File: config.mk
export PLATFORM = sky130hd
export DESIGN_NAME = csa_stream_accum
export DESIGN_NICKNAME = d
export VERILOG_FILES = /design/src/rtl/csa_pkg.sv /design/src/rtl/csa_compress32.sv /design/src/rtl/csa_stream_accum.sv
export SDC_FILE = /design/constraint.sdc
export NUM_CORES = 1
export LEC_CHECK = 0
export ABC_AREA = 1
export CELL_PAD_IN_SITES_DETAIL_PLACEMENT = 0
export CELL_PAD_IN_SITES_GLOBAL_PLACEMENT = 1
export CORE_ASPECT_RATIO = 1.25
export CORE_UTILIZATION = 37
export CTS_CLUSTER_SIZE = 28
export DETAILED_ROUTE_END_ITERATION = 7
export DONT_BUFFER_PORTS = 1
export HOLD_SLACK_MARGIN = 0.15
export PLACE_DENSITY = 0.61
export SYNTH_ARGS = -nofsm -noshare
export SYNTH_HDL_FRONTEND = slang
export SYNTH_HIERARCHICAL = 1
export SYNTH_SLANG_ARGS = --single-unit
File: constraint.sdc
create_clock -name clk -period 3.2 [get_ports clk]
set_clock_uncertainty 0.2 [all_clocks]
set_input_delay 0.64 -clock clk [delete_from_list [all_inputs] [get_ports clk]]
set_output_delay 0.64 -clock clk [all_outputs]
set_load 0.1 [all_outputs]
File: src/rtl/csa_pkg.sv
// Shared types and sizing helpers for the carry-save accumulator family.
// The output-width helper is common to the combinational operand trees.
package csa_pkg;

  typedef enum logic [1:0] {
    ACCUM   = 2'd0,
    RESOLVE = 2'd1,
    HOLD    = 2'd2
  } csa_state_e;

  // Width that holds the sum of `opers` unsigned operands of `width` bits.
  function automatic int csa_out_w(input int width, input int opers);
    return width + $clog2(opers);
  endfunction

endpackage

File: src/rtl/csa_compress32.sv
// One row of 3:2 carry-save compressors: three N-bit vectors in,
// redundant sum/carry pair out (carry pre-shifted, truncated to N bits).
module csa_compress32 #(
  parameter int N = 7
) (
  input  logic [N-1:0] a_i,
  input  logic [N-1:0] b_i,
  input  logic [N-1:0] c_i,
  output logic [N-1:0] sum_o,
  output logic [N-1:0] carry_o
);

  logic [N-1:0] maj;

  assign sum_o   = a_i ^ b_i ^ c_i;
  assign maj     = (a_i & b_i) | (a_i & c_i) | (b_i & c_i);
  assign carry_o = maj << 1;

endmodule

File: src/rtl/csa_stream_accum.sv
// Streaming multi-operand adder: operands accumulate in carry-save form,
// then a chunked carry-propagate pass resolves the frame total.
module csa_stream_accum
  import csa_pkg::*;
#(
  parameter  int WIDTH     = 4,
  parameter  int MAX_OPERS = 6,
  parameter  int CHUNK     = 2,
  localparam int OUT_W     = csa_out_w(WIDTH, MAX_OPERS),
  localparam int CNT_W     = $clog2(MAX_OPERS + 1)
) (
  input  logic             clk,
  input  logic             rst_n,
  input  logic             in_valid,
  output logic             in_ready,
  input  logic [WIDTH-1:0] in_data,
  input  logic             in_last,
  output logic             out_valid,
  input  logic             out_ready,
  output logic [OUT_W-1:0] out_sum,
  output logic [CNT_W-1:0] out_count,
  output logic             out_trunc
);

  localparam int L     = (OUT_W + CHUNK - 1) / CHUNK;
  localparam int PAD_W = L * CHUNK;
  localparam int IDX_W = (L > 1) ? $clog2(L) : 1;

  csa_state_e           state_q, state_d;
  logic [OUT_W-1:0]     s_q, s_d;
  logic [OUT_W-1:0]     c_q, c_d;
  logic [CNT_W-1:0]     cnt_q, cnt_d;
  logic                 trunc_q, trunc_d;
  logic                 carry_q, carry_d;
  logic [IDX_W-1:0]     idx_q, idx_d;
  logic [PAD_W-CHUNK-1:0] res_q, res_d;
  logic [OUT_W-1:0]     out_sum_q, out_sum_d;
  logic [CNT_W-1:0]     out_count_q, out_count_d;
  logic                 out_trunc_q, out_trunc_d;

  logic                 beat;
  logic                 close;
  logic [OUT_W-1:0]     x_ext;
  logic [OUT_W-1:0]     cmp_sum;
  logic [OUT_W-1:0]     cmp_carry;
  logic [CNT_W-1:0]     cnt_inc;
  logic [CHUNK:0]       chunk_sum;
  logic [PAD_W-1:0]     res_full;

  assign in_ready  = (state_q == ACCUM);
  assign out_valid = (state_q == HOLD);
  assign out_sum   = out_sum_q;
  assign out_count = out_count_q;
  assign out_trunc = out_trunc_q;

  assign beat    = in_valid & in_ready;
  assign x_ext   = OUT_W'(in_data);
  assign cnt_inc = cnt_q + 1'b1;
  assign close   = in_last | (cnt_inc == CNT_W'(MAX_OPERS));

  csa_compress32 #(
    .N (OUT_W)
  ) u_compress (
    .a_i     (s_q),
    .b_i     (c_q),
    .c_i     (x_ext),
    .sum_o   (cmp_sum),
    .carry_o (cmp_carry)
  );

  // S and C shift right each RESOLVE cycle so the active chunk is always
  // at bit 0; resolved chunks enter res from the top, LSB chunk first.
  assign chunk_sum = {1'b0, s_q[CHUNK-1:0]} + {1'b0, c_q[CHUNK-1:0]}
                   + (CHUNK+1)'(carry_q);
  assign res_full  = {chunk_sum[CHUNK-1:0], res_q};

  // NOTE: every next-state signal takes its current value first, so no
  // path through the case leaves a variable unassigned and infers a latch.
  always_comb begin
    state_d     = state_q;
    s_d         = s_q;
    c_d         = c_q;
    cnt_d       = cnt_q;
    trunc_d     = trunc_q;
    carry_d     = carry_q;
    idx_d       = idx_q;
    res_d       = res_q;
    out_sum_d   = out_sum_q;
    out_count_d = out_count_q;
    out_trunc_d = out_trunc_q;

    case (state_q)
      ACCUM: begin
        if (beat) begin
          s_d   = cmp_sum;
          c_d   = cmp_carry;
          cnt_d = cnt_inc;
          if (close) begin
            trunc_d = ~in_last;
            carry_d = 1'b0;
            idx_d   = '0;
            state_d = RESOLVE;
          end
        end
      end

      RESOLVE: begin
        s_d     = s_q >> CHUNK;
        c_d     = c_q >> CHUNK;
        carry_d = chunk_sum[CHUNK];
        res_d   = res_full[PAD_W-1:CHUNK];
        idx_d   = idx_q + 1'b1;
        if (idx_q == IDX_W'(L - 1)) begin
          // Final carry-out is dropped: the true total always fits OUT_W.
          out_sum_d   = res_full[OUT_W-1:0];
          out_count_d = cnt_q;
          out_trunc_d = trunc_q;
          state_d     = HOLD;
        end
      end

      HOLD: begin
        if (out_ready) begin
          s_d     = '0;
          c_d     = '0;
          cnt_d   = '0;
          trunc_d = 1'b0;
          carry_d = 1'b0;
          idx_d   = '0;
          res_d   = '0;
          state_d = ACCUM;
        end
      end

      default: state_d = ACCUM;
    endcase
  end

  // NOTE: state registers use non-blocking assignments so every flop
  // samples pre-edge values regardless of evaluation order.
  always_ff @(posedge clk or negedge rst_n) begin
    if (!rst_n) begin
      state_q     <= ACCUM;
      s_q         <= '0;
      c_q         <= '0;
      cnt_q       <= '0;
      trunc_q     <= 1'b0;
      carry_q     <= 1'b0;
      idx_q       <= '0;
      res_q       <= '0;
      out_sum_q   <= '0;
      out_count_q <= '0;
      out_trunc_q <= 1'b0;
    end else begin
      state_q     <= state_d;
      s_q         <= s_d;
      c_q         <= c_d;
      cnt_q       <= cnt_d;
      trunc_q     <= trunc_d;
      carry_q     <= carry_d;
      idx_q       <= idx_d;
      res_q       <= res_d;
      out_sum_q   <= out_sum_d;
      out_count_q <= out_count_d;
      out_trunc_q <= out_trunc_d;
    end
  end

endmodule

# Yosys cells after proc, flatten, opt, wreduce, memory -nomap -nowiden
# Index checks and enable logic that the tools add are counted.
# Widths: inputs -> output; s select.
[totals]
ff_bits = 40
in_bits = 9
output_inout_bits = 13
wordCells = 69
[op_classes]
addsub = 4
n_eq_ne = 8
mux = 25
bitwise_logic = 10
reduce_logical = 11
[op_table]
columns = ["cell", "n"]
rows = [
  ["$pmux 7 s3", 2],
  ["$mux 7", 3],
  ["$and 6x4->6", 2],
  ["$mux 2", 6],
  ["$or 6x6->6", 2],
  ["$pmux 2 s3", 2],
  ["$pmux 6 s2", 1],
  ["$reduce_and 4->1", 3],
  ["$xor 7x4->7", 1],
  ["$xor 7x7->7", 1],
  ["$and 6x6->6", 1],
  ["$mux 3", 2],
  ["$mux 6", 1],
  ["$ne 2x1->1 const B", 3],
  ["$pmux 3 s2", 1],
  ["$reduce_and 3->1", 2],
  ["$mux 1", 5],
  ["$eq 2x2->1 const B", 2],
  ["$reduce_and 2->1", 2],
  ["$reduce_bool 2->1", 2],
  ["$add 2x2->3", 1],
  ["$add 3x1->3", 1],
  ["$add 3x1->3 const B", 1],
  ["$eq 3x3->1 const B", 1],
  ["10 further kinds", 10],
]

# Logic depth before layout (Yosys ltp)
[depth]
word_depth = 6
ltp_mapped = 9
ltp_nobuf = 8

# Cells and area by module
# The synthesis kept the hierarchy.
[modules_own_cells]
columns = ["module", "n_inst", "cells_each", "area_per_inst_um2", "seq_area_each_um2"]
rows = [
  ["csa_stream_accum", 1, 222, 1926.8, 1001.0],
  ["csa_compress32", 1, 17, 166.4, 0.0],
]

# Least setup slack after synthesis
# Ideal clock, no wire load.
[synth_timing]
path_type = "reg2reg"
start = "register state_q[0]"
end = "register s_q[0]"
setup_time_ns = 0.117
arrival_time_ns = 2.045
t_required_ns = 2.883
path_slack_ns = 0.838
stages_incl_launch_ff = 10
n_path_buf = 2
synth_period_minus_slack_ns = 2.362
cell_sequence = "dfrtp_1 inv_1 ha_1 nand2_2 nand2_2 nor2_4 buf_6 buf_6 nand2_1 nand2_1"
[synth_via]
word_cells_on_any_way = 9
classes_between = "eq/ne: 4; mux: 1; bitwise: 1; reduce/logical: 3"
[synth_lines]
columns = ["item", "line_no", "rtl"]
rows = [
  ["start, declared", "csa_stream_accum.sv:29", "csa_state_e state_q, state_d;"],
  ["start signal, assigned", "csa_stream_accum.sv:155", "state_q <= state_d;"],
  ["$eq 2x2->1 (*)", "-", ""],
  ["net out_valid", "csa_stream_accum.sv:18", "output logic out_valid,"],
  ["$ne 2x1->1 (no source line) / $reduce_bool 3->1 (equally long branches)", "-", ""],
  ["$reduce_and 3->1 (no source line)", "-", ""],
  ["end signal, assigned", "csa_stream_accum.sv:144", "s_q <= '0;"],
  ["end signal, assigned", "csa_stream_accum.sv:156", "s_q <= s_d;"],
  ["end, declared", "csa_stream_accum.sv:30", "logic [OUT_W-1:0] s_q, s_d;"],
]
# Mark *: on every way through the listed nets, which the timed path passes. The rest lies on a longest branch.
# A chain may end at the register's enable or synchronous reset.

# Worst setup path in the final report
[layout_timing]
start = "register state_q[0]"
end = "output out_valid"
[layout_via]
elab_chain_len = 1
[layout_rtl]
columns = ["item", "line_no", "rtl"]
rows = [
  ["$eq 2x2->1", "csa_stream_accum.sv:51", "assign out_valid = (state_q == HOLD);"],
  ["end, declared", "csa_stream_accum.sv:18", ""],
]
# No other way between the ends.

==> flow_summary.yaml <==
run_status:
  status: "finished, final reports clean"
worst_setup_path:
  slowest_delay_ns: 0.43
  crit_slowest_cell: "dfrtp_1"
  startpoint_type: "flop"
  r2r-start: "state_q[0]"
  reg2reg_setup_slack_ns: 1.11
  reg2reg_depth: 8
  crit_type: "flop to output pin"
  end_kind: "output pin"
  path_cells: "inv_1 -> ha_1 -> buf_4"
  required_ns: 2.36
  critical-path-top-delay-family: "buffers and inverters"
  cp_max_fo: 6
  cp_num_buf_inv: 2
  r2r_end: "idx_q[1]"
  critPathArrivalTime_ns: 1.36
sta:
  relSlewSlack_pct: 39.9
  drv_slew: 0
  min_period_ns: 2.20
  tightest_slew_ns: 0.901
  hold_viol: 0
  setup_ws_ns: 1.00
  setup_viol: 0
  setup-tns-final_ns: 0
  rsz0062_at_grt: "no"
  fmax_ghz: 0.455
  period_share_pct: 68.6
route:
  drtIter0Drc: 99
  dr.pass1.iters: 4
  wl_um: 3740
  num_vias: 1415
  wl_per_cell_um: 12.0
  ant_nets: 0
  drc: 0
  via_per_inst: 4.55
final_layout:
  drive_above_1_share_pct: 8.10
  nets: 272
  area_growth_pct: 9.38
  instances_no_fill: 311
  antenna_cells: 0
hold_path:
  worstHoldStart: "idx_q[1]"
  hold_path_depth: 2
  hp-class: "flop to flop"
  hold_end: "idx_q[1]"
global_route:
  gr-total-overflow: 0
  grt_usage_pct: 14.7
  grt_pass1_vias: 1442
  antenna_found_initial: 0
  grt_pass1_wl_um: 6880
  grt_max_degree: 41
cts:
  cts.repair.resized: 0
  clock-sinks: 40
  clk_path_buf_depth: 2
  ctsHtreeMaxLevel: 2
  path_clk_slew_ns: 0.07
  cts_inserted_buffers: 5
  clkLatencyLatePin_ns: 0.29
  cts-root-buf: "clkbuf_8"
  cts_tree: "yes"
yosys:
  syn_inst: 239
  yosysSeqAreaShare_pct: 47.8
  synth-xor-area-share_pct: 0
  synth-seq-cells: 40
  synth_area_um2: 2090
  synthAdderAreaFrac_pct: 13.0
  synth-simple-area-share_pct: 18.8
  synth_top_family_by_area: "simple AND/OR/NAND/NOR gates"
  ys_warn_count: 6
  synth_mux_area_share_pct: 0.538
  synth_compound_area_share_pct: 10.7
  yosysUniqueCellTypes: 18
  syn_area_per_cell_um2: 8.76
place:
  routabilityCongestion: 0.716
  dpl.hpwl_um: 2620
  dp_slack_ns: 1.12
  io_buffers: 0
  placed_cells: 301
die:
  core_area_um2: 5440
  rows: 30
  fp.dieW_um: 69.3
  dieHeight_um: 86.1
  die_area_um2: 5960
  pin_count: 22
  start_util_pct: 38.5
run:
  cap_violations: 0
tightest hold or removal path: cells and delay by family, from the launching register on:
family	cells	cell delay [ns]
DFF	1	0.35
and+or+nand+nor	2	0.11
synthesized netlist by cell type:
cell type  number  area (µm²)
nor2_4          1        11.3
fa_1            8         160
o21ai_0        28         140
nor2_1         10        37.5
ha_1            9         113
nand2_1        70         263
buf_4           1        7.51
conb_1          2        7.51
dfrtp_1        40        1000
inv_1          36         135
o22ai_1         5        31.3
buf_6           2        22.5
mux2_2          1        11.3
buf_2           2        10.0
nand2_2         2        12.5
o21ai_2         6        52.6
clkbuf_1        2        7.51
nand3_1        14        70.1
repair_timing:
item,4_1_cts,5_1_grt
hold buffers,2,0
buffers inserted,0,0
endpoints found under the hold margin,40,0
placed cells by master (no fill, tap or decap):
cell type,count
bufinv_16,1
conb_1,5
buf_4,2
nor2_1,10
dlygate4sd3_1,1
buf_12,1
o21ai_2,6
dfrtp_1,40
mux2_2,1
o22ai_1,5
o21ai_0,28
nand2_1,70
clkinv_2,1
nand2_2,2
nand3_1,14
fa_1,8
nor2_4,1
ha_1,9
clkbuf_8,5
inv_1,36
clkbuf_1,1
cells by family after synthesis:
logic type,after synthesis
AO/OA/AOI/OAI,39
multiplexers,1
flip-flops,40
other,2
AND/OR/NAND/NOR,97
buffers and inverters,43
adder cells (fa/ha/maj),17
layer usage:
metal	routed length, µm	GRT usage [%]
met5	0	0
met4	49	6.12
met3	142	4.58
met2	1810	23.2
met1	1740	18.8
registers in the layout, indices dropped and copies added, names as in the netlist:
name and count:
c_q 7, carry_q 1, cnt_q 3, idx_q 2
out_count 3, out_sum 7, out_trunc 1, res_q 6
s_q 7, state_q 2, trunc_q 1
cell type report:
| cell class | count | area [µm²] |
|---|---|---|
| Clock inverter | 2 | 35.0 |
| Multi-Input combinational cell | 159 | 921 |
| Sequential cell | 40 | 1000 |
| Timing Repair Buffer | 4 | 45.0 |
| Fill cell | 565 | 3150 |
| Tap cell | 64 | 80.1 |
| Clock buffer | 6 | 72.6 |
| Inverter | 36 | 135 |
how the worst max path moves through the flow:
| stage | startpoint | slack (ns) | end | cells after the start |
|---|---|---|---|---|
| 6_report | state_q[0] | 1.00 | out_valid | 3 |
| 5_1_grt | state_q[0] | 0.85 | carry_q | 8 |
| 4_1_cts | state_q[0] | 0.99 | out_valid | 3 |
| 3_5_place_dp | state_q[0] | 1.12 | idx_q[1] | 8 |
| 2_1_floorplan | state_q[0] | 0.84 | s_q[0] | 9 |
| 3_3_place_gp | state_q[0] | 1.16 | idx_q[0] | 8 |
metrics by stage:
stage / hold WS (ns) / cell area, µm² / utilization (%)
finish: 0.280 / 2290 / 42.1
floorplan: 0.144 / 2100 / -
CTS: 0.285 / 2290 / 42.1
global route: 0.300 / 2290 / 42.1
detailed placement: 0.146 / 2150 / 39.5
global placement: 0.145 / 2150 / 39.5
Power is not shown: default switching activity piles up to over one toggle a cycle in this logic, so the estimate is an artifact.
